==> src/rtl/cacheline_adapter_if.sv <==
// Cache-side and memory-side handshake bundle for cacheline_adapter.
// The bench drives through the master modport; the adapter uses the slave modport.
interface cacheline_adapter_if #(
   parameter int BEATS = 4
) ();
   localparam int LINE_W = 64 * BEATS;

   logic [31:0]       address_i;
   logic [LINE_W-1:0] line_i;
   logic              read_i;
   logic              write_i;
   logic [LINE_W-1:0] line_o;
   logic              resp_o;
   logic [31:0]       address_o;
   logic [63:0]       burst_o;
   logic [63:0]       burst_i;
   logic              read_o;
   logic              write_o;
   logic              resp_i;

   modport master (
      output address_i, line_i, read_i, write_i, burst_i, resp_i,
      input  line_o, resp_o, address_o, burst_o, read_o, write_o
   );

   modport slave (
      input  address_i, line_i, read_i, write_i, burst_i, resp_i,
      output line_o, resp_o, address_o, burst_o, read_o, write_o
   );
endinterface

==> src/rtl/cacheline_adapter.sv <==
// Converts whole cache-line reads/writes into BEATS x 64-bit memory bursts.
// Optional macro CLA_PERF_COUNTERS_EN adds internal read/write/wait counters.
module cacheline_adapter #(
   parameter int BEATS = 4
) (
   input  logic             clk,
   input  logic             rst,
   cacheline_adapter_if.slave bus
);
   localparam int CW = (BEATS > 1) ? $clog2(BEATS) : 1;
   localparam logic [CW-1:0] LAST = CW'(BEATS - 1);

   typedef enum logic [1:0] {IDLE, READ, WRITE, DONE} state_t;

   state_t                 r_state;
   state_t                 w_next;
   logic [CW-1:0]          r_cnt;
   logic [31:5]            r_addr;
   logic [BEATS-1:0][63:0] r_wline;
   logic [BEATS-1:0][63:0] r_rline;
   logic                   w_beat;
   logic                   w_last;
   logic                   w_accept;
   logic                   w_read_o;
   logic                   w_write_o;
   logic                   w_resp_o;

   // A beat only counts while a burst is in flight; strobes in IDLE/DONE are ignored.
   assign w_beat   = bus.resp_i && ((r_state == READ) || (r_state == WRITE));
   assign w_last   = w_beat && (r_cnt == LAST);
   assign w_accept = (r_state == IDLE) && (bus.read_i || bus.write_i);

   always_ff @(posedge clk or negedge rst) begin
      if (!rst) r_state <= IDLE;
      else      r_state <= w_next;
   end

   always_comb begin
      w_next    = r_state;
      w_read_o  = 1'b0;
      w_write_o = 1'b0;
      w_resp_o  = 1'b0;
      case (r_state)
         IDLE: begin
            if (bus.write_i)     w_next = WRITE;
            else if (bus.read_i) w_next = READ;
         end
         READ: begin
            w_read_o = 1'b1;
            if (w_last) w_next = DONE;
         end
         WRITE: begin
            w_write_o = 1'b1;
            if (w_last) w_next = DONE;
         end
         DONE: begin
            w_resp_o = 1'b1;
            w_next   = IDLE;
         end
         default: w_next = IDLE;
      endcase
   end

   always_ff @(posedge clk or negedge rst) begin
      if (!rst) begin
         r_cnt   <= '0;
         r_addr  <= '0;
         r_wline <= '0;
         r_rline <= '0;
      end else begin
         if (w_accept) begin
            r_cnt  <= '0;
            r_addr <= bus.address_i[31:5];
            if (bus.write_i) r_wline <= bus.line_i;
         end
         if (w_beat) begin
            r_cnt <= w_last ? '0 : r_cnt + CW'(1);
            if (r_state == READ) r_rline[r_cnt] <= bus.burst_i;
         end
      end
   end

   assign bus.read_o    = w_read_o;
   assign bus.write_o   = w_write_o;
   assign bus.resp_o    = w_resp_o;
   assign bus.address_o = {r_addr, 5'b0_0000};
   assign bus.burst_o   = (r_state == WRITE) ? r_wline[r_cnt] : 64'd0;
   assign bus.line_o    = r_rline;

`ifdef CLA_PERF_COUNTERS_EN
   logic [31:0] r_num_reads;
   logic [31:0] r_num_writes;
   logic [31:0] r_num_wait;
   logic        r_is_wr;

   // Burst type is remembered at accept time so DONE can be attributed.
   always_ff @(posedge clk or negedge rst) begin
      if (!rst) begin
         r_num_reads  <= '0;
         r_num_writes <= '0;
         r_num_wait   <= '0;
         r_is_wr      <= 1'b0;
      end else begin
         if (w_accept) r_is_wr <= bus.write_i;
         if ((r_state == DONE) && !r_is_wr && (r_num_reads != '1))
            r_num_reads <= r_num_reads + 32'd1;
         if ((r_state == DONE) && r_is_wr && (r_num_writes != '1))
            r_num_writes <= r_num_writes + 32'd1;
         if (((r_state == READ) || (r_state == WRITE)) && !bus.resp_i && (r_num_wait != '1))
            r_num_wait <= r_num_wait + 32'd1;
      end
   end
`endif
endmodule

==> src/flat_wrapper.sv <==
// flat-port wrapper written by rule: the top's interface ports become plain ports
module cacheline_adapter_flat 
#(
   parameter int BEATS = 4
)
  (clk, rst, bus_address_i, bus_line_i, bus_read_i, bus_write_i, bus_burst_i, bus_resp_i, bus_line_o, bus_resp_o, bus_address_o, bus_burst_o, bus_read_o, bus_write_o);
  cacheline_adapter_if #(.BEATS(BEATS)) bus_i ();
  input  logic clk;
  input  logic rst;
  input wire logic [$bits(bus_i.address_i)-1:0] bus_address_i;
  input wire logic [$bits(bus_i.line_i)-1:0] bus_line_i;
  input wire logic [$bits(bus_i.read_i)-1:0] bus_read_i;
  input wire logic [$bits(bus_i.write_i)-1:0] bus_write_i;
  input wire logic [$bits(bus_i.burst_i)-1:0] bus_burst_i;
  input wire logic [$bits(bus_i.resp_i)-1:0] bus_resp_i;
  output wire logic [$bits(bus_i.line_o)-1:0] bus_line_o;
  output wire logic [$bits(bus_i.resp_o)-1:0] bus_resp_o;
  output wire logic [$bits(bus_i.address_o)-1:0] bus_address_o;
  output wire logic [$bits(bus_i.burst_o)-1:0] bus_burst_o;
  output wire logic [$bits(bus_i.read_o)-1:0] bus_read_o;
  output wire logic [$bits(bus_i.write_o)-1:0] bus_write_o;
  assign bus_i.address_i = bus_address_i;
  assign bus_i.line_i = bus_line_i;
  assign bus_i.read_i = bus_read_i;
  assign bus_i.write_i = bus_write_i;
  assign bus_i.burst_i = bus_burst_i;
  assign bus_i.resp_i = bus_resp_i;
  assign bus_line_o = bus_i.line_o;
  assign bus_resp_o = bus_i.resp_o;
  assign bus_address_o = bus_i.address_o;
  assign bus_burst_o = bus_i.burst_o;
  assign bus_read_o = bus_i.read_o;
  assign bus_write_o = bus_i.write_o;
  cacheline_adapter #(.BEATS(BEATS)) u_core (.clk(clk), .rst(rst), .bus(bus_i));
endmodule
==> config.mk <==
export PLATFORM = sky130hd
export DESIGN_NAME = cacheline_adapter_flat
export DESIGN_NICKNAME = d
export VERILOG_FILES = /design/src/rtl/cacheline_adapter_if.sv /design/src/rtl/cacheline_adapter.sv /design/src/flat_wrapper.sv
export SDC_FILE = /design/constraint.sdc
export NUM_CORES = 1
export LEC_CHECK = 0
export CORE_AREA = 2 2 277 279
export DETAILED_ROUTE_END_ITERATION = 10
export DIE_AREA = 0 0 279 281
export GPL_TIMING_DRIVEN = 0
export PLACE_DENSITY = 0.58
export SYNTH_ARGS = -nofsm -noshare
export SYNTH_HDL_FRONTEND = slang
export SYNTH_SLANG_ARGS = --single-unit
==> constraint.sdc <==
create_clock -name clk -period 2.5 [get_ports clk]
set_input_delay 0.5 -clock clk [delete_from_list [all_inputs] [get_ports clk]]
set_output_delay 0.5 -clock clk [all_outputs]
set_load 0.03 [all_outputs]
== After elaboration in Yosys (flattened, before gate mapping) ==
Cells that the tools add are included.
Cells by class
  add/sub/neg operators: 1
  $lt $le $gt $ge: 2
  equal/unequal tests: 6
  mux-type cells: 16
  reductions and logical operators: 12
Operator list (number)
  bitwise mux 256 bit: 1
  two-way mux 64 bit: 3
  binary-select mux 64 bit (select 2 bit): 1
  demux 64 bit (select 2 bit): 1
  two-way mux 2 bit: 6
  equality test 2 bit (second input constant): 3
  one-hot mux 2 bit (3 select lines): 1
  AND reduction 2 bit: 3
  logical AND 1 bit: 4
  < comparator 2 x 3 -> 1 bit (second input constant): 1
  two-way mux 1 bit: 3
  != test 3 bit (second input constant): 1
  adder 2 x 1 -> 2 bit (second input constant): 1
  equality test 2 x 1 -> 1 bit (second input constant): 1
  >= comparator 2 x 1 -> 1 bit (second input constant): 1
  logical NOT 2 bit: 1
  logical OR 1 bit: 2
  != test 2 x 1 -> 1 bit (second input constant): 1
  nonzero test 2 bit: 1
  OR reduction 2 bit: 1
Storage, ports and cells
  bits in registers: 543
  input port bits: 357
  output and inout bits: 355
  word-level logic and storage cells: 48

== Longest topological paths before layout ==
Gate-level depths: netlist of run 1.
  word-level depth: 6
  mapped depth: 8
  depth with buffers taken out: 5

== Worst setup path before layout of run 1 ==
Ideal clock, no wire load.
  path kind: register to output
  start: reg u_core.r_state[0]
  end: out bus_burst_o[10]
  arrival time: 1.630 ns
  required time: 2.000 ns
  path slack: 0.370 ns
  stages on the path, launching flop included: 6
  buffers on the path: 2
  cells stage by stage: dfrtp_1 inv_1 ha_1 buf_1 clkbuf_1 and2_1
On the way
  longest elaborated chain between the ends: 2
RTL lines
  from (decl): line cacheline_adapter.sv:15  | state_t r_state;
  from (signal assigned): line cacheline_adapter.sv:35  | else r_state <= w_next;
  equality test 2 bit: line cacheline_adapter.sv:87  | assign bus.burst_o = (r_state == WRITE) ? r_wline[r_cnt] : 64'd0;
  two-way mux 64 bit: line cacheline_adapter.sv:87
  to (decl): line flat_wrapper.sv:19  | output wire logic [$bits(bus_i.burst_o)-1:0] bus_burst_o;
No other way between the ends.

== Worst setup path in the final report of run 1 ==
  start: reg u_core.r_cnt[0]
  end: out bus_burst_o[26]
On the way
  longest elaborated chain between the ends: 3
RTL lines
  from (decl): line cacheline_adapter.sv:17  | logic [CW-1:0] r_cnt;
  from (signal assigned): line cacheline_adapter.sv:77  | r_cnt <= w_last ? '0 : r_cnt + CW'(1);
  binary-select mux 64 bit (select 2 bit): line cacheline_adapter.sv:87
  two-way mux 64 bit (not written as such): line cacheline_adapter.sv:87
  two-way mux 64 bit: line cacheline_adapter.sv:87
No other way between the ends. The select of a mux whose other input is x is not followed.

==> results of run 1 <==
==> flip-flops by register name, indices dropped and copies added (netlist names) <==
signal             cells
u_core.r_state         2
u_core.r_wline       256
u_core.r_addr         27
u_core.r_cnt           2
u_core.bus.line_o    256
==> cell families (layout without fill, tap and decap cells) <==
group,Yosys count,after routing
other,1,16
AO/OA/AOI/OAI,4,4
AND/OR/NAND/NOR,78,78
multiplexers,606,606
adder cells (fa/ha/maj),9,9
flip-flops,543,543
buffers and inverters,87,921
==> through the flow <==
| step | cell area [sq um] | setup TNS, ns | hold slack [ns] | utilization [%] |
|---|---|---|---|---|
| 2_1_floorplan | 23280 | 0 | 0.2044 | - |
| 3_3_place_gp | 31520 | - | 0.4823 | 41.78 |
| 3_5_place_dp | 31660 | -108.31 | 0.4525 | 41.97 |
| 4_1_cts | 34290 | -22.08 | 0.3923 | 45.45 |
| 5_1_grt | 34370 | -22.67 | 0.4397 | 45.55 |
| 6_report | 34370 | -16.74 | 0.4369 | 45.55 |
==> metal layers <==
metal  track usage, %  wire (um)  vias up
met5                0         49        -
met4            7.706       2448        8
met3            4.539       3973      129
met2            34.85      41240      390
met1            23.52      31200     7762
li1                 -          -     6354
==> placed cells by master (no fill, tap or decap), types with 7 or more instances in the layout <==
| master | instances |
|---|---|
| clkdlybuf4s50_1 | 634 |
| buf_2 | 31 |
| ha_1 | 9 |
| mux2_2 | 299 |
| and2_1 | 33 |
| clkbuf_8 | 14 |
| bufinv_16 | 7 |
| buf_16 | 7 |
| mux4_2 | 64 |
| dfrtp_1 | 542 |
| mux2_4 | 240 |
| diode_2 | 11 |
| clkdlybuf4s15_2 | 29 |
| clkbuf_16 | 68 |
| clkinv_2 | 8 |
| and2_4 | 31 |
| clkbuf_1 | 18 |
| buf_4 | 17 |
| buf_6 | 58 |
==> worst paths after layout <==
| path | startpoint | end | slack, ns | cells after the start |
|---|---|---|---|---|
| worst max-delay path | u_core.r_cnt[0]$_DFFE_PN0P_ | bus_burst_o[26] | -0.34 | 5 |
| worst min-delay path | rst | u_core.r_wline[26]$_DFFE_PN0P_ | 0.44 | 2 |
| worst max register to register | u_core.r_cnt[0]$_DFFE_PN0P_ | u_core.bus.line_o[11]$_DFFE_PN0P_ | 0.19 | 10 |
| worst min register to register | u_core.r_wline[192]$_DFFE_PN0P_ | u_core.r_wline[192]$_DFFE_PN0P_ | 0.50 | 1 |
| max in group asynchronous | rst | u_core.bus.line_o[187]$_DFFE_PN0P_ | 0.40 | 5 |
| min in group clk | u_core.r_wline[192]$_DFFE_PN0P_ | u_core.r_wline[192]$_DFFE_PN0P_ | 0.50 | 1 |
==> report_power, final <==
group	switching (uW)	internal [uW]
Combinational	11000	11900
Clock	3860	6060
Sequential	2320	13000
==> final cells by class <==
| cell class | count | area, sq um |
|---|---|---|
| diodes | 11 | 27.53 |
| plain buffers | 83 | 704.4 |
| clock buffers | 96 | 1916 |
| clock inverters | 21 | 331.6 |
| fillers | 6628 | 41080 |
| inverters | 4 | 15.01 |
| multi-input cells | 702 | 9165 |
| flip-flops and latches | 543 | 13590 |
| well taps | 978 | 1224 |
| repair buffers | 717 | 7393 |
==> repair_timing <==
action,4_1_cts,5_1_grt
hold endpoints to repair,50,0
cloned,3,1
setup endpoints to repair,194,176
pin swaps,7,0
resized for setup,399,14
setup buffers,3,4
hold buffers,1,0
==> worst register-to-register path, cell delays in order, from the launching register on <==
cell     delay, ns
dfrtp_1       0.38
buf_8         0.15
buf_12        0.17
buf_12        0.18
buf_4         0.13
buf_4         0.10
inv_1         0.05
ha_1          0.22
nand2_4       0.21
buf_6         0.26
mux2_4        0.32
==> impl_metrics.env, run 1 <==
export IMPL_status="finished with violations"
export IMPL_violations="setup timing"
export IMPL_setup_ws_ns=-0.3417
export IMPL_yosys_area_share_adder_pct=0.4840
export IMPL_synth_edff_count=0
export IMPL_ys_seq_area_share_pct=58.41
export IMPL_initialDrtViolationCount=595
export IMPL_post_synth_top_count_cell="dfrtp_1"
export IMPL_cts_inserted_buffers=66
export IMPL_core_sq_um=75440
export IMPL_fin_crit_sh_pct=113.7
export IMPL_crit_fanout=10
export IMPL_yosysWarnings=0
export IMPL_grt_pass1_wl_um=114500
export IMPL_synth_seq_cells=543
export IMPL_synth_top_cells_by_count="dfrtp_1 (543), mux2_2 (299), mux2_4 (240), and2_1 (64), mux4_2 (64)"
export IMPL_clk_path_buf_depth=3
export IMPL_crit_chain="buf_8 > buf_8 > mux4_2 > and2_1 > clkdlybuf4s15_2"
export IMPL_post_route_min_period_ns=2.842
export IMPL_cp_start_kind="flip-flop"
export IMPL_synth_compound_gate_area_share_pct=0.1076
export IMPL_grt_pass1_vias=16450
export IMPL_drt_pass1_iterations=6
export IMPL_io_buffers=701
export IMPL_synthArstFlopShare_pct=100.0
export IMPL_crit_slowest_cell="mux4_2"
export IMPL_io_pins=712
export IMPL_cts_root_buffer="clkbuf_16"
export IMPL_antenna_found_initial=16
export IMPL_leakagePower_uw=0.01552
export IMPL_synth_ff_type="dfrtp_1"
export IMPL_worstPathRequired_ns=2.00
export IMPL_path_buf_inv=3
export IMPL_synth_cells=1328
export IMPL_fmax_ghz=0.3519
export IMPL_area_growth_pct=47.71
export IMPL_hpwl_um=59240
export IMPL_arrival_ns=2.34
export IMPL_hold_violations=0
export IMPL_cts_tree="done"
export IMPL_die_area_sq_um=78400
export IMPL_layout_drive_gt1_share_pct=41.60
export IMPL_end_kind="output pin"
export IMPL_synth_avg_cell_area_sq_um=17.52
export IMPL_ys_types=23
export IMPL_synthSimpleGateAreaFrac_pct=2.103
export IMPL_pre_cts_slack_ns=-1.011
export IMPL_stdcell_count=3155
export IMPL_drc=0
export IMPL_yosys_area_top_type="dfrtp_1"
export IMPL_peakVddDrop_mv=0.7768
export IMPL_synth_area_mux_share_pct=36.29
export IMPL_grt_max_degree=112
export IMPL_setup_viol=64
export IMPL_htree_levels=3
export IMPL_clk_latency_ns=0.59
export IMPL_routed_wl_um=78910
export IMPL_die_h_um=281
export IMPL_place_congestion=0.8572
export IMPL_cts_sinks=543
export IMPL_rows=101
export IMPL_initial_core_util_pct=30.84
export IMPL_final_antenna_net_count=0
export IMPL_vias_per_cell=4.641
export IMPL_vias=14640
export IMPL_track_usage_pct=19.83
export IMPL_crit_top_cell="buf_8"
export IMPL_syn_cell_area_sq_um=23260
export IMPL_clkSlewWorstSetupHoldPaths_ns=0.06
export IMPL_dp_cells=3016
export IMPL_finClkSkew_ns=0.01737
export IMPL_synth_top_family_by_area="multiplexers"
export IMPL_nNetsFinal=2483
export IMPL_slew_viol_final=0
export IMPL_critPathMaxStageDelay_ns=0.53
export IMPL_critPathKind="flip-flop to output pin"
export IMPL_synth_area_top_cells="dfrtp_1 (58%), mux2_4 (15%), mux2_2 (14%)"
export IMPL_tightest_slew_ns=0.7551
export IMPL_synth_top_cell_area_share_pct=58.41
export IMPL_max_slew_margin_pct=49.66
export IMPL_pwr_density_cell_nw_per_um2=1401
export IMPL_die_w_um=279
export IMPL_path_delay_family="buffers and inverters"
export IMPL_overflow=0
export IMPL_totalPowerFinal_uw=48140
export IMPL_synthXorXnorAreaFrac_pct=0
export IMPL_hold_class="input pin to asynchronous set/reset pin"
export IMPL_cap_violations=0
export IMPL_wire_per_inst_um=25.01
export IMPL_grt_setup_unrepaired="yes"
(Power assumes the default switching activity.)
==> run 2: changes to the inputs <==
Settings changed: CTS_CLUSTER_SIZE set to 40.
==> results of run 2 <==
No change in the layout: final DEF, timing and power equal those of run 1.
